==> src/rtl/uart_tx_arbiter.sv <==
// Two-requester round-robin arbiter feeding a single UART transmitter.
// The owner keeps the UART for a whole burst; each byte waits for tx_busy to rise and fall.
module uart_tx_arbiter #(
  parameter int BYTE_WIDTH   = 8,
  parameter int BUSY_TIMEOUT = 16
) (
  input  logic                  clock,
  input  logic                  reset_n,
  input  logic                  meta_req,
  input  logic                  meta_valid,
  input  logic [BYTE_WIDTH-1:0] meta_byte,
  output logic                  meta_ack,
  input  logic                  data_req,
  input  logic                  data_valid,
  input  logic [BYTE_WIDTH-1:0] data_byte,
  output logic                  data_ack,
  output logic                  tran_uart,
  output logic [BYTE_WIDTH-1:0] tran_data,
  input  logic                  tx_busy,
  output logic [1:0]            grant,
  output logic [15:0]           byte_count,
  output logic                  timeout_err
);

  localparam int CNT_W = $clog2(BUSY_TIMEOUT + 1);

  typedef enum logic [2:0] {IDLE, GRANTED, STROBE, WAIT_BUSY, WAIT_DONE} state_t;

  state_t                  state_reg, state_next;
  logic [1:0]              grant_reg, grant_next;
  logic                    last_data_reg, last_data_next;
  logic [BYTE_WIDTH-1:0]   tran_data_reg, tran_data_next;
  logic                    tran_uart_reg, tran_uart_next;
  logic [1:0]              ack_reg, ack_next;
  logic [15:0]             byte_count_reg, byte_count_next;
  logic                    timeout_err_reg, timeout_err_next;
  logic [CNT_W-1:0]        wait_cnt_reg, wait_cnt_next;
  logic [CNT_W-1:0]        wait_cnt_inc;

  // Requester inputs as vectors indexed like grant: 0 = meta, 1 = data.
  logic [1:0]              req_vec;
  logic [1:0]              valid_vec;
  logic [BYTE_WIDTH-1:0]   byte_in     [2];
  logic [BYTE_WIDTH-1:0]   byte_masked [2];
  logic                    owner_req;
  logic                    owner_valid;
  logic [BYTE_WIDTH-1:0]   owner_byte;

  assign req_vec    = {data_req, meta_req};
  assign valid_vec  = {data_valid, meta_valid};
  assign byte_in[0] = meta_byte;
  assign byte_in[1] = data_byte;

  generate
    for (genvar gi = 0; gi < 2; gi++) begin : g_owner_sel
      assign byte_masked[gi] = byte_in[gi] & {BYTE_WIDTH{grant_reg[gi]}};
    end
  endgenerate

  assign owner_req    = |(req_vec & grant_reg);
  assign owner_valid  = |(valid_vec & grant_reg);
  assign owner_byte   = byte_masked[0] | byte_masked[1];
  assign wait_cnt_inc = wait_cnt_reg + CNT_W'(1);

  always_comb begin
    state_next       = state_reg;
    grant_next       = grant_reg;
    last_data_next   = last_data_reg;
    tran_data_next   = tran_data_reg;
    tran_uart_next   = 1'b0;
    ack_next         = 2'b00;
    byte_count_next  = byte_count_reg;
    timeout_err_next = timeout_err_reg;
    wait_cnt_next    = wait_cnt_reg;
    case (state_reg)
      IDLE: begin
        if (meta_req || data_req) begin
          state_next      = GRANTED;
          byte_count_next = 16'd0;
          if (meta_req && data_req)
            grant_next = last_data_reg ? 2'b01 : 2'b10;
          else
            grant_next = meta_req ? 2'b01 : 2'b10;
        end
      end
      GRANTED: begin
        if (!owner_req) begin
          state_next     = IDLE;
          grant_next     = 2'b00;
          last_data_next = grant_reg[1];
        end else if (owner_valid && !tx_busy) begin
          state_next     = STROBE;
          tran_data_next = owner_byte;
          tran_uart_next = 1'b1;
        end
      end
      STROBE: begin
        state_next    = WAIT_BUSY;
        wait_cnt_next = '0;
      end
      WAIT_BUSY: begin
        if (tx_busy) begin
          state_next = WAIT_DONE;
        end else if (wait_cnt_inc == CNT_W'(BUSY_TIMEOUT)) begin
          // UART never answered: release the byte as dropped, without counting it.
          state_next       = GRANTED;
          timeout_err_next = 1'b1;
          ack_next         = grant_reg;
        end else begin
          wait_cnt_next = wait_cnt_inc;
        end
      end
      WAIT_DONE: begin
        if (!tx_busy) begin
          state_next = GRANTED;
          ack_next   = grant_reg;
          if (byte_count_reg != 16'hFFFF)
            byte_count_next = byte_count_reg + 16'd1;
        end
      end
      default: state_next = IDLE;
    endcase
  end

  always_ff @(posedge clock) begin
    if (!reset_n) begin
      state_reg       <= IDLE;
      grant_reg       <= 2'b00;
      last_data_reg   <= 1'b1;
      tran_data_reg   <= '0;
      tran_uart_reg   <= 1'b0;
      ack_reg         <= 2'b00;
      byte_count_reg  <= 16'd0;
      timeout_err_reg <= 1'b0;
      wait_cnt_reg    <= '0;
    end else begin
      state_reg       <= state_next;
      grant_reg       <= grant_next;
      last_data_reg   <= last_data_next;
      tran_data_reg   <= tran_data_next;
      tran_uart_reg   <= tran_uart_next;
      ack_reg         <= ack_next;
      byte_count_reg  <= byte_count_next;
      timeout_err_reg <= timeout_err_next;
      wait_cnt_reg    <= wait_cnt_next;
    end
  end

  assign meta_ack    = ack_reg[0];
  assign data_ack    = ack_reg[1];
  assign tran_uart   = tran_uart_reg;
  assign tran_data   = tran_data_reg;
  assign grant       = grant_reg;
  assign byte_count  = byte_count_reg;
  assign timeout_err = timeout_err_reg;

endmodule

==> config.mk <==
export PLATFORM = sky130hd
export DESIGN_NAME = uart_tx_arbiter
export DESIGN_NICKNAME = d
export VERILOG_FILES = /design/src/rtl/uart_tx_arbiter.sv
export SDC_FILE = /design/constraint.sdc
export NUM_CORES = 1
export LEC_CHECK = 0
export ABC_AREA = 1
export CAP_MARGIN = 10
export CELL_PAD_IN_SITES_DETAIL_PLACEMENT = 0
export CELL_PAD_IN_SITES_GLOBAL_PLACEMENT = 1
export CORE_MARGIN = 4
export CORE_UTILIZATION = 36
export CTS_CLUSTER_DIAMETER = 150
export DETAILED_ROUTE_END_ITERATION = 7
export PLACE_DENSITY = 0.82
export SETUP_SLACK_MARGIN = 0.4
export SLEW_MARGIN = 20
export SYNTH_ARGS = -nofsm -noshare
export SYNTH_HDL_FRONTEND = slang
export SYNTH_SLANG_ARGS = --single-unit
==> constraint.sdc <==
create_clock -name clock -period 3.4 [get_ports clock]
set_clock_uncertainty 0.05 [all_clocks]
set_input_delay 0.34 -clock clock [delete_from_list [all_inputs] [get_ports clock]]
set_output_delay 0.34 -clock clock [all_outputs]
set_load 0.005 [all_outputs]
==> impl_metrics.json <==
{
  "synthMuxAreaShare_pct": 0,
  "combPwrFrac_pct": 31.1,
  "preCtsSetupSlack_ns": 1.318,
  "path_cells": "clkdlybuf4s50_1",
  "grt_pass1_wl_um": 8148,
  "synth-compound-area-share_pct": 12.75,
  "grt_antenna_before_repair": 0,
  "synth_top_area_cell": "dfxtp_1",
  "drtAntennaViolNets": 0,
  "antenna_cells": 0,
  "grt_pass1_vias": 1802,
  "layout.nets": 394,
  "clkPwrFrac_pct": 26.1,
  "tns_ns": 0,
  "start_kind": "register",
  "drive_above_1_share_pct": 7.046,
  "worst_ir_drop_vdd_uv": 200.5,
  "rsz0062_at_grt": "false",
  "first_pass_iters": 4,
  "status": "finished, final reports clean",
  "yosys.area_share.simple_pct": 38.31,
  "overflow": 0,
  "drv_slew": 0,
  "yosys-top-cells-area": "dfxtp_1 (38%), nand2_1 (15%), nor2_1 (9.7%), inv_1 (5.8%), nand3_1 (5.1%)",
  "max_freq_mhz": 524.6,
  "seqPwrFrac_pct": 42.8,
  "hold_class": "reg2reg",
  "ctsResizeCount": 0,
  "postCtsHoldBufs": 0,
  "cts_buffer_depth": 2,
  "path_buf_inv": 1,
  "io_pins": 53,
  "syn_area_per_cell_um2": 6.521,
  "start_util_pct": 37.20,
  "synth-seq-cells": 39,
  "syn_area_um2": 2061,
  "dp.final_hpwl_um": 3694,
  "mostFrequentLayoutCell": "nand2_1",
  "syn_to_final_growth_pct": 32.48,
  "die_y_um": 83.66,
  "finalWorstSetupSlack_ns": 1.494,
  "core_area_um2": 5540,
  "final.period_utilization_pct": 56.06,
  "yosys.area.top_type_share_pct": 37.89,
  "crit_type": "reg2out",
  "relSlewSlack_pct": 66.18,
  "cp.arrival_ns": 1.52,
  "critPathCaptureType": "output pin",
  "switching_power_mw": 0.5033,
  "hold_viol": 0,
  "row_count": 27,
  "sw_frac_of_total_pct": 37.64,
  "grt_max_degree": 17,
  "die_area_um2": 6999,
  "vias_per_cell": 4.646,
  "routed_wl_um": 4910,
  "cts_tree": "yes",
  "clkLatencyLatePin_ns": 0.29,
  "die_w_um": 83.66,
  "synth.distinct_cells": 26,
  "path_max_fanout": 13,
  "cts_root_buffer": "clkbuf_8",
  "htreeDepth": 2,
  "ys_seq_area_share_pct": 37.89,
  "synth_adder_area_share_pct": 1.821,
  "yosysWarningCount": 0,
  "syn_inst": 316,
  "io_buffer_count": 52,
  "slowest_stage": "dfxtp_1",
  "layout_common_cells": "nand2_1 (83), nor2_1 (53), clkdlybuf4s50_1 (52)",
  "cp_top_family": "flip-flops",
  "synth-xor-area-share_pct": 0.4250,
  "required_ns": 3.01,
  "cap_violations": 0,
  "routedWlPerCell_um": 11.13,
  "drc": 0,
  "clock-sinks": 39,
  "period_needed_ns": 1.906,
  "cts.clk_slew.worst_paths_ns": 0.08,
  "grt_use_total_pct": 13.81,
  "worst_path_largest_cell_delay_ns": 0.63,
  "synth_top_family_by_area": "simple AND/OR/NAND/NOR gates",
  "worst_slew_pin_slew_ns": 0.5057,
  "vias": 2049,
  "largest_reg_flops": 16,
  "powerDensity_nw_per_um2": 489.8,
  "postCtsSetupBuffers": 0,
  "drt_iter0_markers": 64,
  "place_congestion": 0.7917,
  "setup_violations": 0,
  "p_leak_nw": 0.9539,
  "syn_nets": 342,
  "p_int_mw": 0.8340,
  "cts_buffers": 5
}
==> per-stage QoR <==
step / instances / util (%) / hold WS (ns) / area [µm²] / total power, mW
6_report: 441 / 49.28 / 0.4064 / 2730 / 1.337
5_1_grt: 441 / 49.28 / 0.4389 / 2730 / 1.438
4_1_cts: 441 / 49.28 / 0.4123 / 2730 / 1.352
3_5_place_dp: 433 / 47.40 / 0.4003 / 2626 / 1.002
3_3_place_gp: 433 / 47.40 / 0.3943 / 2626 / 0.9997
2_1_floorplan: 316 / - / 0.3736 / 2061 / 0.8786
==> synthesized netlist by cell type <==
master    number
a211oi_1       2
a21oi_1       15
a31oi_1        9
buf_4          1
buf_6          2
clkbuf_1       4
clkinv_2       1
dfxtp_1       39
ha_1           3
inv_1         32
inv_2          3
nand2_1       83
nand2_2        3
nand3_1       21
nand3_2        4
nand4_1        5
nor2_1        53
nor2_2         5
nor3_1         6
nor3_4         1
nor4_1         1
o21a_1         1
o21ai_0       14
o21ai_1        6
o21ai_2        1
xnor2_1        1
==> routing by layer <==
metal / GRT usage [%] / share of wire, % / routed length [µm] / vias up
met4: 2.632 / 0.55 / 27 / 0
met2: 23.21 / 46 / 2253 / 49
met3: 4.442 / 6.1 / 299 / 5
met5: 0 / 0 / 0 / -
met1: 17.39 / 47 / 2329 / 871
li1: - / - / - / 1124
==> logic make-up (layout without fill, tap and decap cells) <==
group,count (synthesis),in the layout
flops,39,39
buf+inv,43,96
compound gates,48,48
simple gates,182,182
xor+xnor,1,1
fa+ha+maj,3,3
==> final timing paths <==
path	endpoint	cells after the start	slack (ns)	from
hold / removal	timeout_err	2	0.41	timeout_err
hold reg to reg	timeout_err	2	0.41	timeout_err
setup / recovery	grant[0]	1	1.49	grant[0]
setup reg to reg	byte_count[6]	10	1.56	byte_count[0]
==> power by group through the flow <==
stage                     Combinational, mW  Sequential [mW]  Clock, mW
after floorplan                       0.338            0.541          0
after global placement                0.417            0.583          0
after detailed placement              0.418            0.585          0
after CTS                             0.420            0.574      0.359
after global routing                  0.473            0.583      0.381
final                                 0.416            0.572      0.349
==> cell type report <==
type	instances	area, µm²
multi-input combinational	234	1099
clock inverter	1	7.507
fill	599	2810
sequential	39	780.7
tap	72	90.09
timing repair buffer	52	520.5
inverter	36	136.4
clock buffer	7	96.34
(Power assumes the default switching activity.)
